[src/rtl/uart_pkg.sv]
// Shared constants and types for the UART transmit queue.
//   DEFAULT_DATA_WIDTH : default character width
//   DEFAULT_DEPTH      : default number of queued characters
//   tx_state_e         : launch FSM states
package uart_pkg;

  localparam int unsigned DEFAULT_DATA_WIDTH = 8;
  localparam int unsigned DEFAULT_DEPTH      = 8;

  typedef enum logic [1:0] {
    StIdle     = 2'd0,
    StWaitBusy = 2'd1,
    StWaitDone = 2'd2
  } tx_state_e;

endpackage

[src/rtl/sync_fifo.sv]
// Synchronous circular-buffer FIFO with flush.
//   clk, rst       : clock, synchronous active-high reset
//   flush          : empty the FIFO next cycle; blocks push and pop this cycle
//   push/push_data : write request; ignored while full or flushing
//   pop            : read request; ignored while empty or flushing
//   head_data      : oldest entry (valid when !empty)
//   count          : number of stored entries, 0..DEPTH
//   empty, full    : count == 0, count == DEPTH
module sync_fifo
  import uart_pkg::*;
#(
  parameter int unsigned DATA_WIDTH = DEFAULT_DATA_WIDTH,
  parameter int unsigned DEPTH      = DEFAULT_DEPTH
) (
  input  logic                       clk,
  input  logic                       rst,
  input  logic                       flush,
  input  logic                       push,
  input  logic [DATA_WIDTH-1:0]      push_data,
  input  logic                       pop,
  output logic [DATA_WIDTH-1:0]      head_data,
  output logic [$clog2(DEPTH):0]     count,
  output logic                       empty,
  output logic                       full
);

  localparam int unsigned PtrW   = $clog2(DEPTH);
  localparam int unsigned CountW = PtrW + 1;
  localparam logic [CountW-1:0] FullCount = CountW'(DEPTH);

  logic [DATA_WIDTH-1:0] mem [DEPTH];
  logic [PtrW-1:0]       wr_ptr_q, rd_ptr_q;
  logic [CountW-1:0]     count_q;
  logic                  do_push, do_pop;

  assign empty     = (count_q == '0);
  assign full      = (count_q == FullCount);
  assign count     = count_q;
  assign head_data = mem[rd_ptr_q];

  // Full blocks a push even when a pop frees a slot in the same cycle.
  assign do_push = push && !full && !flush;
  assign do_pop  = pop && !empty && !flush;

  // DEPTH is a power of two, so pointers wrap by plain overflow.
  always_ff @(posedge clk) begin
    if (rst || flush) begin
      wr_ptr_q <= '0;
      rd_ptr_q <= '0;
      count_q  <= '0;
    end else begin
      if (do_push) wr_ptr_q <= wr_ptr_q + 1'b1;
      if (do_pop)  rd_ptr_q <= rd_ptr_q + 1'b1;
      case ({do_push, do_pop})
        2'b10:   count_q <= count_q + 1'b1;
        2'b01:   count_q <= count_q - 1'b1;
        default: count_q <= count_q;
      endcase
    end
  end

  // Storage carries no reset; only the pointers define what is valid.
  always_ff @(posedge clk) begin
    if (do_push) mem[wr_ptr_q] <= push_data;
  end

endmodule

[src/rtl/uart_tx_fifo.sv]
// Character queue in front of a UART transmitter with a launch FSM.
//   clk, rst           : clock, synchronous active-high reset
//   in_data/in_valid   : upstream character and its valid
//   in_ready           : character accepted this cycle (!full && !flush)
//   flush              : discard queued characters (in-flight frame unaffected)
//   tx_data, tx_en     : registered character and one-cycle launch strobe
//   tx_busy, tx_done   : transmitter busy level and frame-complete pulse
//   fifo_count         : queued characters, 0..DEPTH
//   empty, full        : queue status
module uart_tx_fifo
  import uart_pkg::*;
#(
  parameter int unsigned DATA_WIDTH = DEFAULT_DATA_WIDTH,
  parameter int unsigned DEPTH      = DEFAULT_DEPTH
) (
  input  logic                   clk,
  input  logic                   rst,
  input  logic [DATA_WIDTH-1:0]  in_data,
  input  logic                   in_valid,
  output logic                   in_ready,
  input  logic                   flush,
  output logic [DATA_WIDTH-1:0]  tx_data,
  output logic                   tx_en,
  input  logic                   tx_busy,
  input  logic                   tx_done,
  output logic [$clog2(DEPTH):0] fifo_count,
  output logic                   empty,
  output logic                   full
);

  tx_state_e             state_q;
  logic                  tx_en_q;
  logic [DATA_WIDTH-1:0] tx_data_q;
  logic [DATA_WIDTH-1:0] head_data;
  logic                  push, pop;

  assign in_ready = !full && !flush;
  assign push     = in_valid && in_ready;
  // A flush in IDLE suppresses the pop, so a discarded character is never launched.
  assign pop      = (state_q == StIdle) && !empty && !flush;

  sync_fifo #(
    .DATA_WIDTH (DATA_WIDTH),
    .DEPTH      (DEPTH)
  ) u_fifo (
    .clk       (clk),
    .rst       (rst),
    .flush     (flush),
    .push      (push),
    .push_data (in_data),
    .pop       (pop),
    .head_data (head_data),
    .count     (fifo_count),
    .empty     (empty),
    .full      (full)
  );

  // Busy/done are only looked at in the wait states, so leftovers from a
  // frame interrupted by reset are ignored in IDLE.
  always_ff @(posedge clk) begin
    if (rst) begin
      state_q   <= StIdle;
      tx_en_q   <= 1'b0;
      tx_data_q <= '0;
    end else begin
      tx_en_q <= 1'b0;
      case (state_q)
        StIdle: begin
          if (pop) begin
            tx_data_q <= head_data;
            tx_en_q   <= 1'b1;
            state_q   <= StWaitBusy;
          end
        end
        StWaitBusy: if (tx_busy) state_q <= StWaitDone;
        StWaitDone: if (tx_done) state_q <= StIdle;
        default:    state_q <= StIdle;
      endcase
    end
  end

  assign tx_en   = tx_en_q;
  assign tx_data = tx_data_q;

endmodule

[config.mk]
export PLATFORM = sky130hd
export DESIGN_NAME = uart_tx_fifo
export DESIGN_NICKNAME = d
export VERILOG_FILES = /design/src/rtl/uart_pkg.sv /design/src/rtl/sync_fifo.sv /design/src/rtl/uart_tx_fifo.sv
export SDC_FILE = /design/constraint.sdc
export NUM_CORES = 1
export LEC_CHECK = 0
export ABC_AREA = 1
export CAP_MARGIN = 25
export CORE_MARGIN = 2
export CORE_UTILIZATION = 52
export DETAILED_ROUTE_END_ITERATION = 10
export PLACE_DENSITY = 0.73
export SLEW_MARGIN = 20
export SYNTH_ARGS = -nofsm -noshare
export SYNTH_HDL_FRONTEND = slang
export SYNTH_SLANG_ARGS = --single-unit
[constraint.sdc]
create_clock -name clk -period 1.8 [get_ports clk]
set_input_delay 0.27 -clock clk [delete_from_list [all_inputs] [get_ports clk]]
set_output_delay 0.27 -clock clk [all_outputs]
set_load 0.005 [all_outputs]
After elaboration in Yosys (flattened, before gate mapping)
Memories as Yosys holds them, arrays and structs flattened. A register that Yosys moved wholly into a read port is not among the register bits.
Cells that the tools add are included.
{ "op_classes": {"addsub": 4, "mux": 8, "n_eq_ne": 8, "bitwise": 1, "n_reduce_logical": 18} }
{ "op_table": {"columns": ["operator", "n"], "rows": [
  ["logical AND 1 bit", 8],
  ["case mux 4 bit (2 select lines)", 1],
  ["adder 3 x 1 -> 3 bit (second input constant)", 2],
  ["2-to-1 mux 2 bit", 3],
  ["case mux 2 bit (3 select lines)", 1],
  ["adder 4 x 1 -> 4 bit (second input constant)", 1],
  ["equality test 2 x 1 -> 1 bit (second input constant)", 2],
  ["equality test 2 bit (second input constant)", 2],
  ["equality test 4 bit (second input constant)", 1],
  ["logical NOT 4 bit", 1],
  ["inequality test 2 bit (second input constant)", 2],
  ["subtractor 4 x 1 -> 4 bit (second input constant)", 1],
  ["logical NOT 1 bit", 3],
  ["2-to-1 mux 1 bit", 3],
  ["AND reduction 3 bit", 1],
  ["logical NOT 2 bit", 1],
  ["inequality test 2 x 1 -> 1 bit (second input constant)", 1],
  ["AND reduction 2 bit", 1],
  ["nonzero test 2 bit", 1],
  ["OR reduction 2 bit", 1],
  ["logical OR 1 bit", 1],
  ["NOT 1 bit", 1]
]} }
{ "totals": {"wordCells": 45, "out_inout_bits": 16, "mem_bits_rw": 64, "reg_bits": 13, "n_memories": 1, "inputBits": 14} }
{ "memory_table": {"columns": ["name", "depth", "width", "read_ports", "rd_clocked_by_memory_dff", "write_ports", "line_no", "text"], "rows": [
  ["u_fifo.mem", 8, 8, 1, 1, 1, "sync_fifo.sv:31", "logic [DATA_WIDTH-1:0] mem [DEPTH];"]
]} }

Depth between registers and ports, before layout
{ "depth": {"ltp_word": 8, "depth_mapped": 13, "mapped_depth_nobuf": 12} }

Hierarchy
From an unflattened synthesis, not the netlist that was laid out.
{ "unflattened": {"cells_unflattened": 350, "hier_area_um2": 3756.1} }
{ "by_module_without_submodules": {"columns": ["mod", "cells_each", "area_each_um2", "instances", "seq_area_each_um2"], "rows": [
  ["sync_fifo", 281, 3260.6, 1, 2182.1],
  ["uart_tx_fifo", 69, 495.5, 1, 220.2]
]} }

Worst setup path after synthesis
No wires, ideal clock.
{ "synth_path": {"kind": "reg-to-reg", "start": "register u_fifo.count_q[0], in the netlist u_fifo.count[0]", "end": "register u_fifo.count_q[2], in the netlist u_fifo.count[2]", "setup_time_ns": 0.115, "path_buffers": 1, "slack_ns": -0.160, "synth_period_minus_slack_ns": 1.960, "t_required_ns": 1.685, "stages_incl_launch_ff": 11, "t_arrival_ns": 1.845, "path_cell_list": "dfxtp_1 > nor2_2 > nand3_1 > nand3b_1 > buf_2 > ha_1 > inv_1 > fa_1 > xnor2_1 > o21ai_0 > inv_1"} }
{ "synth_via": {"elab_chain_cells": 8, "word_cells_on_any_way": 18, "cone_classes": "add/sub: 2; eq/ne: 3; mux: 1; reduce/logical: 12"} }
{ "synth_lines": {"columns": ["element", "line_no", "text"], "rows": [
  ["from (decl)", "sync_fifo.sv:33", "logic [CountW-1:0] count_q;"],
  ["from (signal assigned)", "sync_fifo.sv:55", "2'b10: count_q <= count_q + 1'b1;"],
  ["from (signal assigned)", "sync_fifo.sv:56", "2'b01: count_q <= count_q - 1'b1;"],
  ["from (signal assigned)", "sync_fifo.sv:57", "default: count_q <= count_q;"],
  ["equality test 4 bit / logical NOT 4 bit (equally long branches)", "sync_fifo.sv:37, sync_fifo.sv:36", null],
  ["logical NOT 1 bit, on equally long branches", null, null],
  ["logical AND 1 bit, on equally long branches", "uart_tx_fifo.sv:37, uart_tx_fifo.sv:40", null],
  ["logical AND 1 bit, on equally long branches", "uart_tx_fifo.sv:38, uart_tx_fifo.sv:40", null],
  ["logical AND 1 bit, on equally long branches (2 in a row)", "sync_fifo.sv:42, sync_fifo.sv:43", null],
  ["equality test 2 x 1 -> 1 bit / equality test 2 bit (equally long branches)", "sync_fifo.sv:54", "case ({do_push, do_pop})"],
  ["case mux 4 bit (2 select lines) / nonzero test 2 bit (equally long branches)", null, null]
]} }
Several ways; a longest one is shown, not always the timed one.
A chain may end at the register's enable or synchronous reset.

Final worst setup path
{ "layout_path": {"start": "register u_fifo.count_q[2], in the netlist u_fifo.count[2]", "end": "register u_fifo.count_q[3], in the netlist u_fifo.count[3]"} }
The elaborated chain is that of the path after synthesis.

==> impl_summary.txt <==
----------------------------------------------------
[Clock network]
  Htree depth ... 3
  CTS max path bufs ... 2
  Clock root buffer ... clkbuf_8
  Total clock buffers created by CTS ... 9
  TritonCTS Sinks ... 85
  Source-to-sink clock delay at the later pin of the worst-skew pair ... between 0.3 and 0.4 ns
  Clock-pin slew on the worst setup and hold paths ... 0.08 ns
  Clock tree from TritonCTS ... done
  Hold-fix buffers, CTS ... 0

[Placed design]
  HPWL after detailed placement ... ~5000 µm
  Count of input and output buffers ... 29
  Post-placement setup slack ... -0.252 ns
  Routability congestion estimate ... a little under 0.8
  # placed instances ... 515

[Final layout]
  Syn-to-layout area delta ... 19.2%
  Non-filler cells in the finished layout ... ~530
  Ratio of cells with drive above 1 in the final layout ... roughly 18%
  Area of combinational cells with multiple inputs ... 1150 µm²
  Fill count ... about 570
  Total inserted antenna cells ... 0
  Count of nets after finishing ... 449
  Commonest non-fill, non-tap cells in the layout ... nand2_1 (99), edfxtp_1 (64), inv_1 (62)
  FF/Latch Area ... around 2300 µm²
  Most common cell after layout, fill and taps aside ... nand2_1

[Power and ir drop]
  P_leak ... between 1.5 and 2 nW
  Total power density per cell area ... roughly 850 nW/µm²
  Pwr Total ... slightly below 0.004 W
  Max rail drop VDD ... 0.733 mV

[Global route]
  Global-route wire length before repair ... approximately 12,000 µm
  Remaining Overflow, GRT ... 0
  Number of global-route vias before repair ... ~2,400
  Global router's overall resource usage ... slightly above 20%
  Antenna violations before repair ... 0
  Maximum number of pins on one net before global-route repair ... 33

[Floorplanning]
  Die H ... 89.7 µm
  DIE AREA ... around 8000 µm²
  Boundary pin count ... 30
  Starting utilization of the core area ... a little over half
  Std-Cell Rows ... 31
  Floorplan Core Area ... around 7200 µm²
  Width of the die ... around 90 µm

[Timing]
  Relative slew margins ... a little over two thirds
  Max-slew violation total from the final report ... 0
  Slew @ Worst Pin ... 0.446 ns
  Accumulated negative setup slack ... 0 ns
  Final hold viol count ... 0
  Period minus WS final ... about 1.7 ns
  Number of failing setup endpoints in the final timing report ... 0
  Tightest hold margin ... roughly 0.48 ns
  Post-route clock period utilization ... a little over nine tenths
  Worst clock skew ... between 0.007 and 0.008 ns
  Unrepaired setup endpoints after global routing ... yes
  Worst setup slack after layout ... between 0.06 and 0.07 ns
  Max frequency ... ~580 MHz

[Drt]
  Per-cell routed wire length ... roughly 14 µm
  Antenna viol nets, final ... 0
  Routed via count divided by cell count ... 4.90
  Number of vias in the routed layout ... roughly 2,600
  First DRT Iteration DRCs ... around 140
  Detailed Routing Iterations Pass 1 ... 5
  Number of remaining DRC errors ... 0
  Post-Route WL ... 7350 µm

[Status]
  Outcome ... complete, no violations

[Synthesis]
  Synth Area per Inst ... 10.1 µm²
  Nets in the synthesized netlist ... between 300 and 400
  Count of synthesis-stage warnings from yosys ... 0
  Synthesized cell area ... 3820 µm²
  Count of mapped cells out of synthesis ... roughly 380
  Register bit total from synthesis ... 85
  Post-synthesis async set-or-reset flop share ... 0%
  Count of flip-flops with a built-in enable after synthesis ... 64
  Share of synthesized area occupied by flip-flops and latches ... 61.3%
  Post-synth top flop ... edfxtp_1
  Yosys cell types ... 28

[Setup path]
  CP startpoint kind ... register
  Start-to-end type of the worst setup path ... reg2reg
  Critical Path End Type ... register
  Signal arrival time at the worst endpoint ... between 2 and 2.5 ns
  Worst Path Max Fanout ... 4
  Required arrival time at the worst endpoint ... 2.08 ns

[Run]
  Max-cap viol count ... 0

[Min path]
  Worst hold path class ... reg2reg

----------------------------------------------------
## kinds of logic (layout without fill, tap and decap cells)
kind of cell,after synthesis,after routing,synth area share [%]
compound gates,27,27,4.42
xor+xnor,3,3,0.688
fa+ha+maj,6,6,2.16
buf+inv,82,137,9.86
flops,85,85,61.3
simple gates,176,176,21.5
## synth_stat cells (3+ instances only)
library cell	instances	share of area, %
nand2_1	99	9.7
edfxtp_1	64	50
inv_1	63	6.2
nand3_1	46	6.0
dfxtp_1	21	11
a21oi_1	11	1.4
a21oi_2	9	2.1
nand3_2	8	2.1
nor3_1	8	1.0
buf_2	7	0.92
o21ai_0	7	0.92
nor2_1	6	0.59
ha_1	5	1.6
buf_6	4	1.2
buf_4	3	0.59
## timing repair
item / 4_1_cts / 5_1_grt
buffers inserted: 2 / 0
pin swaps: 0 / 2
setup endpoints to repair: 3 / 3
gates resized for setup: 6 / 4
## power by group
part	internal, W	switching [W]	total (W)
clock network	0.000627	0.000615	0.00124
logic	0.000192	0.000254	0.000446
registers	0.00214	0.0000269	0.00217
## state kept, by name, summed over array words and instances, names as in the netlist
name,flops
u_fifo.wr_ptr_q,3
tx_data,8
u_fifo.count,4
u_fifo.mem,64
u_fifo.rd_ptr_q,3
state_q,2
tx_en,1
## worst max-delay path, stage by stage (launching register included)
cell     delay [ns]
dfxtp_2        0.33
buf_4          0.13
nor2_2         0.09
nand2_2        0.08
nand2_4        0.10
nor2_8         0.04
ha_4           0.17
ha_4           0.29
nand3_2        0.09
nand2_1        0.07
nand2_1        0.05
nand2_1        0.06
nand2_1        0.04
a21oi_1        0.12
## layer usage
metal / wire (µm) / track usage, % / vias to the layer above
met1: 3110 / 25.2 / 1209
li1: - / - / 1329
met5: 0 / 0 / -
met3: 446 / 6.03 / 10
met4: 85 / 7.19 / 0
met2: 3700 / 33.7 / 64
## final timing paths
kind,startpoint,end,slack (ns),depth (start not counted)
max reg2reg,u_fifo.count[2],u_fifo.count[3],0.07,13
min reg2reg,tx_data[6],tx_data[6],0.48,2
max,u_fifo.count[2],u_fifo.count[3],0.07,13
min,tx_data[6],tx_data[6],0.48,2
## stage by stage
stage | area (µm²) | util [%]
final | 4550 | 63.4
after global routing | 4550 | 63.4
after CTS | 4540 | 63.3
after detailed placement | 4320 | 60.2
after global placement | 4320 | 60.2
after floorplan | 3850 | -
## layout make-up
type	instances	area share, %
clock inverter	3	0.412
tap	99	2.72
sequential	85	51.6
multi-input combinational	212	25.2
inverter	67	5.58
clock buffer	13	3.77
timing repair buffer	54	10.8
(Power assumes the default switching activity.)
==> variant: new RTL, same flow settings <==
Set the package constant `DEFAULT_DATA_WIDTH` to 12 (it was 8).
--- a/src/rtl/uart_pkg.sv
+++ b/src/rtl/uart_pkg.sv
@@ -6,3 +6,3 @@
 
-  localparam int unsigned DEFAULT_DATA_WIDTH = 8;
+  localparam int unsigned DEFAULT_DATA_WIDTH = 12;
   localparam int unsigned DEFAULT_DEPTH      = 8;
Interface: changed (resized in_data and tx_data); port bits go from 30 to 38. No check against the original RTL was run, so the function may have changed too.
==> variant against the original RTL <==
- cell area increased by 43%
- final cell count rose by 38%
- die area is 35% higher
- synthesized area up 36%
- fmax is 1.8% lower
- wire length grew 55%
- sequential cell count is 36 higher
- count of clock-buffer cells in the layout grew 11
- total power up 69%
- setup slack worse by 0.032 ns
- largest power group unchanged
- highest routed layer unchanged
==> variant: results (changes against the original RTL) <==
| Metric | Value |
|---|---|
| Status | `finished, final reports clean` |
| Total Wirelength | `11,400 µm (+55%)` |
| CP startpoint | `u_fifo.count[0]` |
| Clock Latency Late Sink | `0.52 ns (+0.17 ns)` |
| GR Util met1 | `28.4% (+3.2 points)` |
| Setup crit end | `fifo_count[0]` |
| Most instantiated cells after synthesis | `nand2_1 (147), edfxtp_1 (96), inv_1 (88)` |
| Dpl hpwl | `7080 µm (+40%)` |
| Largest cells by area after synthesis | `edfxtp_1 (55%), nand2_1 (11%), dfxtp_1 (9.6%)` |
| CTS resizes | `10 (+4)` |
| Met3 Use GR | `4.76% (-1.3 points)` |
| Routed vias/inst | `5.05 (+3.1%)` |
| Unique masters post-synth | `27 (-3.6%)` |
| Hold Crit Endpoint | `state_q[1]` |
| Max VDD drop | `0.660 mV (-9.9%)` |
| Post-CTS setup buffer count | `0 (-2)` |
| WP data arrival | `1.49 ns (-0.53 ns)` |
| Placer Congestion | `0.881 (+12%)` |
| # fillers | `764 (+34%)` |
| Max reg flops | `96 (+50%)` |
| Clock skew | `0.00837 ns (+0.00122 ns)` |
| Area post-placement | `5910 µm² (+37%)` |
| CTS clk-pin slew, worst paths | `0.05 ns (-0.03 ns)` |
| Xor/xnor cell area share of the yosys netlist | `0.336% (-0.35 points)` |
| Slew HR | `59.8% (-10 points)` |
| Hold depth | `3 (+1)` |
| # port buffers | `37 (+28%)` |
| Num CTS Buffers | `17 (+8)` |
| Worst flop-to-flop path endpoint | `u_fifo.count[2]` |
| First-pass GRT wire length | `18,100 µm (+57%)` |
| Hold Crit Start | `tx_busy` |
| GRT Total Usage | `22.1% (+1.9 points)` |
| Reg2reg start | `u_fifo.count[1]` |
| Synth Area in Adders | `1.58% (-0.58 points)` |
| Fin nets | `613 (+37%)` |
| Met2 Use GR | `37.1% (+3.4 points)` |
| Worst Hold Class | `in -> reg` |
| Vias in the first global route | `3,603 (+49%)` |
| Crit-path max FO | `3 (-1)` |
| EDFF count, synth | `96 (+50%)` |
| Starting DRT DRC Count | `286 (+110%)` |
| Syn nets | `544 (+36%)` |
| Reg2reg path depth | `9 (-4)` |
| Synth Area in Compound Gates | `2.88% (-1.5 points)` |
| Sequential share of the synthesized area | `64.9% (+3.6 points)` |
| Leakage power | `0.00269 µW (+43%)` |
| Share of cells above drive strength 1 | `15.4% (-2.3 points)` |
| H-tree depth | `4 (+1)` |
| First-pass DRT Iterations | `4 (-1)` |
variant: changes by cell type in the layout (fill, tap and decap cells not counted), moves of 7 or more:
cell             unedited run  this run
nand3_2                    10         1
nor3_2                      0         8
clkbuf_16                   1        16
nor3_1                      8         1
edfxtp_1                   64        96
nand2_1                    99       147
nand3_1                    44        77
clkdlybuf4s50_1            26        33
buf_4                      24        35
a21oi_2                    10         2
clkbuf_8                   10         2
inv_1                      62        85
a21oi_1                    10        22
variant: final cells by class:
class | count | area share (%)
well taps | 133 | 2.56
flip-flops and latches | 121 | 52.2
multi-input cells | 285 | 21.8
inverters | 91 | 5.33
clock inverters | 8 | 1.12
repair buffers | 73 | 10.0
clock buffers | 24 | 6.93
variant: stage by stage:
stage | cells | hold WS [ns] | util [%] | setup WS, ns
after floorplan | 520 | 0.369 | - | -0.250
after global placement | 701 | 0.454 | 60.7 | -0.247
after detailed placement | 701 | 0.456 | 60.7 | -0.305
after CTS | 733 | 0.356 | 66.3 | 0.00949
after global routing | 735 | 0.407 | 66.8 | 0.000421
final | 735 | 0.376 | 66.8 | 0.0353
variant: report_power, final:
group	total (µW)	switching [µW]	leakage, µW	internal (µW)
combinational	475	269	0.00137	205
clock	2970	1120	0.000249	1850
sequential	3090	26.8	0.00107	3060
total	6530	1420	0.00269	5120
variant: worst max-delay path: stages (launching register included):
cell	delay, ns
dfxtp_2	0.35
buf_4	0.13
clkdlybuf4s50_1	0.50
variant: logic make-up after synthesis:
family | after synthesis
buffers and inverters | 114
DFF | 121
and+or+nand+nor | 247
adders and majority gates | 6
xor gates and xnor gates | 2
AOI/OAI and AO/OA | 30
variant: per-layer routing:
metal / share of wire [%] / wire (µm)
met3: 4.9 / 559
met5: 0 / 0
met4: 1.5 / 177
met2: 50 / 5760
met1: 43 / 4930
